$ cat config.mk
export PLATFORM = sky130hd
export DESIGN_NAME = piso_serializer
export DESIGN_NICKNAME = d
export VERILOG_FILES = /design/src/rtl/piso_serializer.sv
export SDC_FILE = /design/constraint.sdc
export NUM_CORES = 1
export LEC_CHECK = 0
export ABC_AREA = 1
export BUFFER_PORTS_ARGS = -buffer_cell sky130_fd_sc_hd__buf_4
export CORE_AREA = 2 2 55 62
export DETAILED_ROUTE_END_ITERATION = 7
export DIE_AREA = 0 0 57 64
export GPL_TIMING_DRIVEN = 1
export PLACE_DENSITY_LB_ADDON = 0.3
export SLEW_MARGIN = 20
export SYNTH_ARGS = -nofsm -noshare
export SYNTH_HDL_FRONTEND = slang
export SYNTH_SLANG_ARGS = --single-unit
export TNS_END_PERCENT = 5
$ cat constraint.sdc
create_clock -name clk -period 1.7 [get_ports clk]
set_input_delay 0.255 -clock clk [delete_from_list [all_inputs] [get_ports clk]]
set_output_delay 0.255 -clock clk [all_outputs]
set_load 0.02 [all_outputs]
$ cat src/rtl/piso_serializer.sv
// Parallel-in / serial-out stage with a one-entry holding buffer for gapless
// back-to-back frames. A word is accepted on par_valid & par_ready and shifted
// out one bit per ser_valid & ser_ready transfer, with frame_start/frame_last
// markers decoded from the bit counter.
module piso_serializer #(
    parameter int WIDTH     = 8,
    parameter bit MSB_FIRST = 1'b1
) (
    input  logic             clk,
    input  logic             rst_n,
    input  logic [WIDTH-1:0] par_data,
    input  logic             par_valid,
    output logic             par_ready,
    output logic             ser_out,
    output logic             ser_valid,
    input  logic             ser_ready,
    output logic             frame_start,
    output logic             frame_last,
    output logic             busy
);

    localparam int CNT_W = (WIDTH > 1) ? $clog2(WIDTH) : 1;
    localparam logic [CNT_W-1:0] CNT_LAST = CNT_W'(WIDTH - 1);

    typedef enum logic {
        IDLE  = 1'b0,
        SHIFT = 1'b1
    } state_t;

    state_t           state_q, state_d;
    logic [WIDTH-1:0] sh_q, sh_d;
    logic [CNT_W-1:0] cnt_q, cnt_d;
    logic [WIDTH-1:0] hold_data_q, hold_data_d;
    logic             hold_full_q, hold_full_d;

    logic accept;
    logic xfer;
    logic at_last;

    // Move the shifter one position toward the output end, zero fill.
    function automatic logic [WIDTH-1:0] shift_once(input logic [WIDTH-1:0] v);
        if (MSB_FIRST) begin
            return {v[WIDTH-2:0], 1'b0};
        end else begin
            return {1'b0, v[WIDTH-1:1]};
        end
    endfunction

    assign par_ready   = ~hold_full_q;
    assign ser_valid   = (state_q == SHIFT);
    assign ser_out     = ser_valid & (MSB_FIRST ? sh_q[WIDTH-1] : sh_q[0]);
    assign frame_start = ser_valid & (cnt_q == '0);
    assign frame_last  = ser_valid & (cnt_q == CNT_LAST);
    assign busy        = (state_q == SHIFT) | hold_full_q;

    assign accept  = par_valid & par_ready;
    assign xfer    = ser_valid & ser_ready;
    assign at_last = (cnt_q == CNT_LAST);

    // Next-state logic: load from IDLE, shift per transfer, and at frame end
    // reload from the holding buffer, bypass a fresh word, or go idle.
    always_comb begin
        state_d     = state_q;
        sh_d        = sh_q;
        cnt_d       = cnt_q;
        hold_data_d = hold_data_q;
        hold_full_d = hold_full_q;

        case (state_q)
            IDLE: begin
                if (accept) begin
                    sh_d    = par_data;
                    cnt_d   = '0;
                    state_d = SHIFT;
                end
            end
            SHIFT: begin
                if (xfer && at_last) begin
                    cnt_d = '0;
                    if (hold_full_q) begin
                        sh_d        = hold_data_q;
                        hold_full_d = 1'b0;
                    end else if (accept) begin
                        sh_d = par_data;
                    end else begin
                        state_d = IDLE;
                    end
                end else begin
                    if (xfer) begin
                        sh_d  = shift_once(sh_q);
                        cnt_d = cnt_q + CNT_W'(1);
                    end
                    if (accept) begin
                        hold_data_d = par_data;
                        hold_full_d = 1'b1;
                    end
                end
            end
            default: state_d = IDLE;
        endcase
    end

    // State registers; reset discards any partial or held word.
    always_ff @(posedge clk or negedge rst_n) begin
        if (!rst_n) begin
            state_q     <= IDLE;
            sh_q        <= '0;
            cnt_q       <= '0;
            hold_data_q <= '0;
            hold_full_q <= 1'b0;
        end else begin
            state_q     <= state_d;
            sh_q        <= sh_d;
            cnt_q       <= cnt_d;
            hold_data_q <= hold_data_d;
            hold_full_q <= hold_full_d;
        end
    end

endmodule

**Word level (Yosys, flattened, before mapping)**

Cells that the tools add are included.

- Add/subtract/negate cells: 1
- Muxes and demuxes: 15
- Reduce and logical (&&, ||, !) cells: 6
- Equal/unequal tests: 3
- Bitwise gates (word level): 9

Operator list:

| operator | number |
|---|---|
| two-way mux 8 bit | 4 |
| case mux 8 bit (2 select lines) | 1 |
| two-way mux 3 bit | 3 |
| case mux 3 bit (2 select lines) | 1 |
| AND 1 bit | 5 |
| two-way mux 1 bit | 5 |
| AND reduction 2 bit | 2 |
| adder 3 x 1 -> 3 bit (second input constant) | 1 |
| == test 3 bit (second input constant) | 1 |
| zero test 3 bit | 1 |
| != test 3 x 1 -> 1 bit (second input constant) | 1 |
| inverter 1 bit | 3 |
| AND reduction 3 bit | 1 |
| != test 2 bit (second input constant) | 1 |
| case mux 1 bit (2 select lines) | 1 |
| nonzero test 2 bit | 1 |
| logical AND 1 bit | 1 |
| OR 1 bit | 1 |

- Input port bits: 12
- Flip-flop bits (word level): 21
- Output and inout bits: 6
- Logic and storage cells: 39

**Logic depth before layout (Yosys ltp)**

- Depth after elaboration: 6
- Gate-level depth with buffers: 8
- Depth with buffers taken out: 8

**Worst setup path after synthesis**

No wires, ideal clock.

- Kind: reg-to-reg
- From: register cnt_q[0]
- To: register sh_q[1]
- Buffers on the path: 1
- Clock period less this slack: 1.378 ns
- Library setup time: 0.077 ns
- Slack: 0.322 ns
- Data required time: 1.623 ns
- Data arrival time: 1.301 ns
- Cell stages (with the launch flop): 7
- Path through: dfrtp_1 -> ha_1 -> ha_1 -> a21oi_4 -> buf_6 -> a21oi_1 -> a21oi_1

- Longest elaborated chain between the ends: 4
- Elaborated cells on any way between the ends: 5
- Those cells by class: 2 x eq/ne; 2 x mux; 1 x reduce/logical

RTL lines:

| what | line | source |
|---|---|---|
| start: declaration | 32 | `logic [CNT_W-1:0] cnt_q, cnt_d;` |
| start signal: assignment | 114 | `cnt_q <= cnt_d;` |
| == test 3 bit (*) | 58 | `assign at_last = (cnt_q == CNT_LAST);` |
| logical AND 1 bit (*) | 78 | `if (xfer && at_last) begin` |
| two-way mux 8 bit | 78 |  |
| case mux 8 bit (2 select lines) | 69 | `case (state_q)` |
| end signal: assignment | 107 | `sh_q <= '0;` |
| end signal: assignment | 113 | `sh_q <= sh_d;` |
| end: declaration | 31 | `logic [WIDTH-1:0] sh_q, sh_d;` |

Mark *: on every way between the ends. The rest lies on a longest branch, timed or not.
A chain may end at the register's enable or synchronous reset.

**Final worst setup path**

- From: register cnt_q[1]
- To: output frame_last

- Longest elaborated chain between the ends: 2

RTL lines:

| what | line | source |
|---|---|---|
| == test 3 bit | 53 | `assign frame_last = ser_valid & (cnt_q == CNT_LAST);` |
| AND 1 bit | 53 |  |
| end: declaration | 18 | `output logic frame_last,` |

No other way between the ends.

==> impl_results.md <==
- Status: completed
- ANT cells: 0
- Crit end category: output pin
- All-layer global routing usage: 0.165
- Syn_area_per_cell: 7.34 sq um
- Via count of the routed design: 1098
- Skew-Pair Late Insertion Delay: 0.30 ns
- Final setup viols: 0
- Power density cells: 1380 nW/um^2
- Max cap viols: 0
- Die extent in x: 57 um
- Routability cong.: 0.808
- Netlist Area Pre-Place: 1170 sq um
- Nets: 197
- Sequential share of the synthesized area: 0.447
- Crit path arrival time: 1.35 ns
- Iter 0 DRT Violations: 40
- IO Count: 18
- Synth Area in Compound Gates: 0.103
- Proportion of layout cells with a drive suffix above 1: 0.171
- Total Wirelength: 2740 um
- CTS buffer count: 3
- Synth warn: 0
- Final Cycle Share: 0.943
- Post-detail-place hpwl: 2000 um
- Die Ht: 64 um
- Top post-synthesis cells by area: dfrtp_1 45%, nand2_1 14%, nand3_1 10%
- Htree depth: 1
- Largest net degree at the start of global routing: 22
- Worst Path Class, Setup: flip-flop to output pin
- Total gr overflow: 0
- Mapped Nets: 175
- Min-delay worst type: primary input to flip-flop
- Critical path data required time: 1.44 ns
- Post-synthesis mux area share: 0
- Most common cell after layout, fill and taps aside: nand2_1
- Clock transition at the registers of the reported paths: 0.12 ns
- Most frequent cells in the layout: 45 x nand2_1, 24 x nand3_1, 23 x nor2_1
- Yosys top cell area share: 0.447
- RSZ-0062 raised after global routing: false
- TritonRoute pass-1 iters: 4
- Starting Density: 0.392
- Synth Area in Simple Gates: 0.342
- CTS tree: done
- Post-Syn Instances: 160
- Die area: 3650 sq um
- Final instance count without filler cells: 215
- Wire per inst: 12.7 um
- Post-synthesis adder-cell area fraction: 0.0319
- Headroom to the max-slew limit: 0.654
- Hold slack: 0.182 ns
- First-pass GRT wire length: 4710 um
- Peak VDD IR: 0.000579 V
- Power, Total: 1.91 mW
- Number of synthesized register bits: 21
- Worst-Margin Slew: 0.518 ns
- Number of global-route vias before repair: 1097
- Area of the core: 3000 sq um
- Top cell type by total area after synthesis: dfrtp_1
- Final Slew Violations: 0
- Residual DRC count: 0
- Tmin final: 1.60 ns
- FF-to-FF setup slack: 0.24 ns
- Fmax: 0.624 GHz
- Largest family of logic cells by synthesized area: simple AND/OR/NAND/NOR gates
- Rows: 21
- CTS max path bufs: 2
- Area added between synthesis and finish: 18.1%
- Buffers on Ports: 17
- Setup TNS: 0 ns
- Post-synthesis xor/xnor area fraction: 0
- Leak pwr: 0.699 nW
- Clock root buffer: clkbuf_4
- Clk_skew: 0.00389 ns
- Yosys cell types: 17
- Final hold violations: 0
- Max FO, Critical Path: 3
- Post-DR vias/cell: 5.11
- CTS sink cnt: 21
- Initial antenna violation count: 0
- Startpoint types: flip-flop
- Post-CTS setup buffers: 0
- Final ANT Viol Nets: 0
- Placed Instances: 210
layer usage:
metal	up-vias	part of all wire	track usage
li1	554	-	-
met1	522	0.44	0.203
met2	20	0.52	0.287
met3	2	0.035	0.0223
met4	0	0.0055	0.0640
met5	-	0	0
stage by stage:
| stage | util | cell area (sq um) | setup WS, ns |
|---|---|---|---|
| after floorplan | - | 1170 | 0.322 |
| after global placement | 0.450 | 1350 | 0.246 |
| after detailed placement | 0.450 | 1350 | 0.224 |
| after CTS | 0.462 | 1390 | 0.0385 |
| after global routing | 0.463 | 1390 | 0.0235 |
| final | 0.463 | 1390 | 0.0970 |
path summary, 6_finish.rpt:
kind                                            start                    endpoint  depth (start not counted)
setup / recovery                 cnt_q[1]$_DFFE_PN0P_                  frame_last                          5
min in group asynchronous                       rst_n         sh_q[0]$_DFFE_PN0P_                          2
hold / removal                            par_data[4]  hold_data_q[4]$_DFFE_PN0P_                          3
setup reg to reg                 cnt_q[1]$_DFFE_PN0P_         sh_q[4]$_DFFE_PN0P_                          6
max in group asynchronous                       rst_n         sh_q[2]$_DFFE_PN0P_                          2
hold reg to reg            hold_data_q[1]$_DFFE_PN0P_  hold_data_q[1]$_DFFE_PN0P_                          2
report_power, final:
| group | internal, mW | leakage (nW) | switching [mW] |
|---|---|---|---|
| combinational | 0.332 | 0.435 | 0.516 |
| sequential | 0.684 | 0.247 | 0.130 |
| clock | 0.0878 | 0.0177 | 0.158 |
| total | 1.10 | 0.699 | 0.804 |
registers in the layout, summed over array words and instances (netlist names):
register / count
hold_full_q: 1
hold_data_q: 8
ser_valid: 1
sh_q: 8
cnt_q: 3
cells by family (layout without fill, tap and decap cells):
group / count (synthesis) / count (layout)
flip-flops: 21 / 21
adder cells (fa/ha/maj): 3 / 3
AO/OA/AOI/OAI: 22 / 22
buffers and inverters: 18 / 39
AND/OR/NAND/NOR: 96 / 96
final cells by class:
class | instances | area, sq um
timing repair buffer | 22 | 180
clock inverter | 1 | 5.00
tap | 34 | 42.5
multi-input combinational | 121 | 563
sequential | 21 | 526
fill | 312 | 1610
clock buffer | 3 | 22.5
inverter | 13 | 48.8
worst max-delay path: stages, from the launching register on:
cell	delay (ns)
dfrtp_1	0.42
ha_1	0.19
ha_2	0.20
nand2_1	0.06
inv_1	0.04
buf_4	0.14
cells in the mapped netlist (all sizes together):
cell type,instances
dfrtp,21
nand3,24
ha,3
nand2,46
nor2,25
buf,5
inv,13
nand3b,1
a21oi,15
o21ai,7
repair_timing:
action / in CTS / in global routing
hold endpoints to repair: 21 / 0
hold buffers: 1 / 0
resized for setup: 0 / 1
endpoints found under the setup margin: 0 / 1
(Power assumes the default switching activity.)
